### src/rtl/cr_kme_fifo_param.sv
// Purpose : parametrised first-word-fall-through FIFO between KME pipeline stages.
// Latency : write visible at head 1 cycle after the accepting edge; reads are zero-bubble.
// Backpr. : fifo_in_stall is advisory (free <= STALL_SLACK); writes into a full FIFO without a read are dropped.
//
// Ports:
//   clk, rst                 clock, asynchronous active-high reset
//   fifo_in/_valid           write data / write request
//   fifo_in_stall_override   forces fifo_in_stall low
//   fifo_clear               synchronous flush, highest priority
//   fifo_out_ack             consumer pops the head entry
//   fifo_in_stall            upstream should stop writing
//   fifo_out/_valid          head entry (zero when empty) / head valid
//   fifo_used_slots/_free    occupancy and DEPTH - occupancy
//   fifo_overflow/_underflow dropped write / ack while empty
//
// Optional feature: define CR_KME_FIFO_STICKY_ERR_EN to make overflow/underflow
// sticky until rst or fifo_clear; otherwise they are one-cycle registered pulses.

module cr_kme_fifo_param #(
   parameter int WIDTH       = 128,
   parameter int DEPTH       = 4,
   parameter int STALL_SLACK = 0,
   parameter int CW          = $clog2(DEPTH + 1)
) (
   input  logic             clk,
   input  logic             rst,
   input  logic [WIDTH-1:0] fifo_in,
   input  logic             fifo_in_valid,
   input  logic             fifo_in_stall_override,
   input  logic             fifo_clear,
   input  logic             fifo_out_ack,
   output logic             fifo_in_stall,
   output logic [WIDTH-1:0] fifo_out,
   output logic             fifo_out_valid,
   output logic [CW-1:0]    fifo_used_slots,
   output logic [CW-1:0]    fifo_free_slots,
   output logic             fifo_overflow,
   output logic             fifo_underflow
);

   localparam int PW = (DEPTH > 1) ? $clog2(DEPTH) : 1;

   logic [WIDTH-1:0] mem_q [DEPTH];

   logic [PW-1:0] wr_ptr_q, wr_ptr_d;
   logic [PW-1:0] rd_ptr_q, rd_ptr_d;
   logic [CW-1:0] count_q,  count_d;
   logic          ovf_q,    ovf_d;
   logic          udf_q,    udf_d;

   logic full;
   logic ren;
   logic wen;
   logic mem_we;
   logic ovf_evt;
   logic udf_evt;

   always_comb begin
      full    = (count_q == CW'(DEPTH));
      ren     = fifo_out_valid & fifo_out_ack;
      // A full FIFO still accepts a write when the head leaves on the same edge.
      wen     = fifo_in_valid & (~full | ren);
      ovf_evt = fifo_in_valid & full & ~ren & ~fifo_clear;
      udf_evt = fifo_out_ack & ~fifo_out_valid & ~fifo_clear;
      mem_we  = wen & ~fifo_clear;

      wr_ptr_d = wr_ptr_q;
      rd_ptr_d = rd_ptr_q;
      count_d  = count_q;

      if (fifo_clear) begin
         wr_ptr_d = '0;
         rd_ptr_d = '0;
         count_d  = '0;
      end else begin
         if (wen) begin
            wr_ptr_d = (wr_ptr_q == PW'(DEPTH - 1)) ? '0 : wr_ptr_q + PW'(1);
         end
         if (ren) begin
            rd_ptr_d = (rd_ptr_q == PW'(DEPTH - 1)) ? '0 : rd_ptr_q + PW'(1);
         end
         count_d = count_q + CW'(wen) - CW'(ren);
      end

`ifdef CR_KME_FIFO_STICKY_ERR_EN
      ovf_d = fifo_clear ? 1'b0 : (ovf_q | ovf_evt);
      udf_d = fifo_clear ? 1'b0 : (udf_q | udf_evt);
`else
      ovf_d = ovf_evt;
      udf_d = udf_evt;
`endif
   end

   always_ff @(posedge clk or posedge rst) begin
      if (rst) begin
         wr_ptr_q <= '0;
         rd_ptr_q <= '0;
         count_q  <= '0;
         ovf_q    <= 1'b0;
         udf_q    <= 1'b0;
      end else begin
         wr_ptr_q <= wr_ptr_d;
         rd_ptr_q <= rd_ptr_d;
         count_q  <= count_d;
         ovf_q    <= ovf_d;
         udf_q    <= udf_d;
      end
   end

   // Storage is deliberately left unreset; the count gates what is visible.
   always_ff @(posedge clk) begin
      if (mem_we) begin
         mem_q[wr_ptr_q] <= fifo_in;
      end
   end

   always_comb begin
      fifo_out_valid  = (count_q != '0);
      fifo_out        = fifo_out_valid ? mem_q[rd_ptr_q] : '0;
      fifo_used_slots = count_q;
      fifo_free_slots = CW'(DEPTH) - count_q;
      fifo_in_stall   = (int'(fifo_free_slots) <= STALL_SLACK) & ~fifo_in_stall_override;
      fifo_overflow   = ovf_q;
      fifo_underflow  = udf_q;
   end

endmodule

### config.mk
export PLATFORM = sky130hd
export DESIGN_NAME = cr_kme_fifo_param
export DESIGN_NICKNAME = d
export VERILOG_FILES = /design/src/rtl/cr_kme_fifo_param.sv
export SDC_FILE = /design/constraint.sdc
export NUM_CORES = 1
export LEC_CHECK = 0
export CAP_MARGIN = 30
export CORE_MARGIN = 2
export CORE_UTILIZATION = 25
export CTS_CLUSTER_SIZE = 16
export DETAILED_ROUTE_END_ITERATION = 6
export SLEW_MARGIN = 20
export SYNTH_ARGS = -nofsm -noshare
export SYNTH_HDL_FRONTEND = slang
export SYNTH_SLANG_ARGS = --single-unit
### constraint.sdc
create_clock -name clk -period 6.2 [get_ports clk]
set_clock_uncertainty 0.15 [all_clocks]
set_input_delay 1.24 -clock clk [delete_from_list [all_inputs] [get_ports clk]]
set_output_delay 1.24 -clock clk [all_outputs]
set_load 0.03 [all_outputs]
## Yosys cells after proc, flatten, opt, wreduce, memory -nomap -nowiden

Memory sizes are Yosys's and may differ from the RTL's.
Cells that the tools add are included.

- Flip-flop bits (word level): 9
- Bits in latches: 0
- Bits in writable memories: 512
- Memory bits (read-only): 0
- Input bits: 134
- Output and inout bits: 138
- Logic and storage cells: 43
- Memories: 1

- $add $sub $neg: 5
- $mul: 0
- Div/mod/pow operators: 0
- Order comparisons: 1
- Eq/ne operators: 3
- Shift-type cells: 0
- Muxes and demuxes: 10
- Bitwise gates (word level): 15
- Reductions and logical operators: 3

Memories:

| memory | depth | width | read ports | clocked after Yosys merged registers in | wr ports | RTL line | text |
|---|---|---|---|---|---|---|---|
| mem_q | 4 | 128 | 1 | 0 | 1 | 43 | `logic [WIDTH-1:0] mem_q [DEPTH];` |

Operator list:

| cell | count |
|---|---|
| two-way mux 128 bit | 1 |
| two-way mux 2 bit | 6 |
| bitwise AND 1 bit | 9 |
| NOT 1 bit | 5 |
| adder 2 x 1 -> 2 bit, second input constant | 2 |
| == test 2 bit, second input constant | 2 |
| nonzero test 2 bit | 2 |
| adder 3 x 1 -> 3 bit | 1 |
| == test 3 bit, second input constant | 1 |
| less-or-equal comparator 3 x 1 -> 1 bit, second input constant | 1 |
| two-way mux 3 bit | 1 |
| nonzero test 3 bit | 1 |
| subtractor 3 x 1 -> 3 bit | 1 |
| subtractor 3 bit, first input constant | 1 |
| two-way mux 1 bit | 2 |
| bitwise OR 1 bit | 1 |

## Longest topological paths before layout

- Word-level depth: 7
- Gate-level depth with buffers: 13

## Worst setup path before layout

OpenSTA, ideal clock, no wires.

- Path type: input -> register
- Start point: input port fifo_out_ack
- End point: memory mem_q[0][0], enable pin
- Arrival: 4,543 ps
- Required time: 5,547 ps
- Path slack: 1,004 ps
- Stages: 3
- Cells stage by stage: nand2b_1 a21oi_1 and2_1

- Word-level cells in the longest chain between the ends: 6

Ends and longest elaborated chain:

| what | RTL line | text |
|---|---|---|
| start: declaration | 31 | `input logic fifo_out_ack,` |
| bitwise AND 1 bit | 60 | `ren = fifo_out_valid & fifo_out_ack;` |
| bitwise OR 1 bit | 62 | `wen = fifo_in_valid & (~full \| ren);` |
| bitwise AND 1 bit | 62 |  |
| bitwise AND 1 bit | 65 | `mem_we = wen & ~fifo_clear;` |
| two-way mux 1 bit | 112 | `if (mem_we) begin` |
| two-way mux 1 bit (implied by the code) | 113 | `mem_q[wr_ptr_q] <= fifo_in;` |
| end: declaration | 43 |  |

Every way passes these cells.

## Worst setup path in the final report

- Start point: register count_q[1], in the netlist fifo_used_slots[1]
- End point: output port fifo_out[54]

- Word-level cells in the longest chain between the ends: 2

Ends and longest elaborated chain:

| what | RTL line | text |
|---|---|---|
| start: declaration | 47 | `logic [CW-1:0] count_q, count_d;` |
| start signal: assignment | 104 | `count_q <= count_d;` |
| nonzero test 3 bit | 118 | `fifo_out_valid = (count_q != '0);` |
| two-way mux 128 bit | 119 | `fifo_out = fifo_out_valid ? mem_q[rd_ptr_q] : '0;` |
| end: declaration | 33 | `output logic [WIDTH-1:0] fifo_out,` |

Every way passes these cells.

==> results.cfg <==
[power_and_ir_drop]
seqPwrFrac = 0.384
intPower_uw = 7533
p_leak_uw = 0.008045
p_switching_uw = 3461
finalPower_uw = 10990
netSwitchingFraction = 0.3148
clkPwrFrac = 0.290
power-per-cell-area_nw_per_um2 = 426.0
peakVddDrop_v = 0.0002749
pwr-share-comb = 0.325

[global_routing]
grt_overflow = 0
grt_max_degree = 129
grt_pass1_vias = 10560
track_usage = 0.1055
antenna_found_initial = 6
grt_first_pass_wirelength_um = 65520

[clock_tree]
htreeDepth = 2
tritoncts = built
clk_pin_slew_ps = 60
ctsHoldBuffers = 0
clockRootBuffer = clkbuf_16
numCtsBuffers = 57
clock_sinks = 521
post_cts_resized = 0
insertion_delay_ps = 590
postCtsSetupBuffers = 0
clockBufferDepth = 3

[die]
coreArea_um2 = 79000
dieWidth_um = 286.3
die_h_um = 286.3
io_pins = 272
die_area_um2 = 81990
rows = 103
initial_core_util = 0.2523

[timing]
tightest_slew_ps = 1180
final-setup-viol-count = 0
fmax_ghz = 0.2046
fin_crit_ps = 4887
fin_tns_setup_ps = 0
rsz0062_at_grt = false
post-route-period-util = 0.7882
slew_headroom = 0.2132
timing.final.ws_setup_ps = 1313
slew_viol_final = 0
whs_ps = 454.9
finalHoldViolations = 0

[logic_synthesis]
synth_fp_nets = 1018
syn_area_per_cell_um2 = 22.83
ys.flop_type = edfxtp_1
yosysMostFrequentCell = edfxtp_1
yosys.area.top_type = edfxtp_1
ys_types = 24
seq_area_frac_synth = 0.7828
synth_fa_ha_area_frac = 0.007283
synth_xor_area_frac = 0.001758
synth_top_area_share = 0.7715
synth_edf_count = 512
synth_mux_area_frac = 0.1457
synth_seq_cells = 521
yosys.area_share.simple = 0.04564
syn-cell-area_um2 = 19930
synthArstFlopShare = 0.01727
synth.top_cells.by_count = 512 x edfxtp_1, 132 x and2_1, 128 x mux4_2, 17 x clkbuf_1, 15 x buf_2
synth_warnings = 0
synthCells = 873
synthTopCellsByArea = edfxtp_1 77%, mux4_2 14%, and2_1 4.1%, dfrtp_1 1.1%, ha_1 0.63%
synth_top_family_by_area = multiplexers
synth-compound-area-share = 0.0006278

[cells_and_area]
drive_above_1_share = 0.2019
register_area_um2 = 15610
finalInstanceArea_um2 = 25810
multi_input_area_um2 = 4016
areaGrowthSynthToFinish_pct = 29.50
nNetsFinal = 1331
fillerInstances = 7488

[place]
port_buffers = 271
dpl.hpwl_um = 25400
placed_area_um2 = 24020
dp_slack_ps = 1872
place_congestion = 0.7024

[critical_path]
crit_fanout = 98
worst_setup_path_start_kind = register
path_buf_inv = 4
crit_required_ps = 4810
critPathMostFrequentCell = ha_1
worst_path_max_delay_cell = clkdlybuf4s50_1
reg2regPathDepth = 7
endpoint_kind = output pin
crit_chain = inv_1, ha_1, ha_1, inv_6, buf_4, and2_1, clkdlybuf4s50_1
slowest_delay_ps = 680
worstSetupPathType = register to output pin
cp_num_cells = 7
worstPathArrival_ps = 3500
cp_top_family = buffers and inverters

[min_path]
hp-class = register to register
min_path_cells = 2

[routing]
vias = 9555
antenna_left = 0
viasPerCell = 4.183
drt_wl_total_um = 43690
routedWlPerCell_um = 19.13
first_iter_violations = 516
drc = 0
first_pass_iters = 5

[run]
cap_violations = 0

[status]
status = finished clean
[placed cells by master (no fill, tap or decap), drive strengths merged]
master,netlist,final
nand2,1,1
mux4,128,128
xnor2,1,1
nand2b,4,4
dfrtp,9,9
inv,12,16
mux2i,1,1
ha,10,10
clkbuf,17,66
a21oi,1,1
clkinvlp,0,6
nor3b,1,1
buf,28,28
diode,0,1
nand3b,1,1
clkinv,0,28
bufinv,0,2
mux2,1,1
clkdlybuf4s50,0,271
nor3,1,1
edfxtp,512,512
and2,132,132
xor2,3,3
nor2b,2,2
fa,1,1
nor2,6,6
a21boi,1,1
[area by class of cell]
class / instances / area share
Antenna cell: 1 / 0.00009696
Clock buffer: 66 / 0.05823
Clock inverter: 40 / 0.01033
Inverter: 12 / 0.001939
Multi-Input combinational cell: 295 / 0.1556
Sequential cell: 521 / 0.6048
Tap cell: 1050 / 0.05091
Timing Repair Buffer: 299 / 0.1181
[worst min-delay path: cells and delay by family (launching register included)]
family	cells	cell delay (ps)
muxes	1	70
and+or+nand+nor	1	80
DFF	1	410
[path summary, 6_finish.rpt]
kind,start,slack (ps),to
setup / recovery,fifo_used_slots[1],1310,fifo_out[54]
hold / removal,wr_ptr_q[1],450,wr_ptr_q[1]
setup reg to reg,fifo_used_slots[1],2920,mem_q[0][68]
hold reg to reg,wr_ptr_q[1],450,wr_ptr_q[1]
max in group asynchronous,rst,4800,rd_ptr_q[0]
min in group asynchronous,rst,780,fifo_used_slots[1]
[registers in the layout, summed over array words and instances (netlist names)]
signal and flops:
rd_ptr_q 2, fifo_overflow 1, wr_ptr_q 2, mem_q 512, fifo_used_slots 3, fifo_underflow 1
[routing by layer]
metal	track usage	wire length, um
met5	0	62
met4	0.03181	905
met3	0.02989	2859
met2	0.1784	22070
met1	0.1312	17790
[per-stage QoR]
stage,instances,utilization
after floorplan,873,-
after global placement,2176,0.3040
after detailed placement,2176,0.3040
after CTS,2282,0.3264
after global routing,2284,0.3267
final,2284,0.3267
[power by group through the flow]
stage / combinational (uW) / clock [uW] / sequential (uW)
2_1_floorplan: 2290 / 0 / 4240
3_3_place_gp: 3630 / 0 / 4300
3_5_place_dp: 3640 / 0 / 4320
4_1_cts: 3660 / 3320 / 4240
5_1_grt: 3790 / 3440 / 4260
6_report: 3570 / 3190 / 4230
[cell families after synthesis]
kind of cell	Yosys count
AOI/OAI and AO/OA	2
xor gates and xnor gates	4
adders and majority gates	11
buffers and inverters	57
DFF	521
muxes	130
and+or+nand+nor	148
Note: power is estimated with default switching activity, not from simulation.
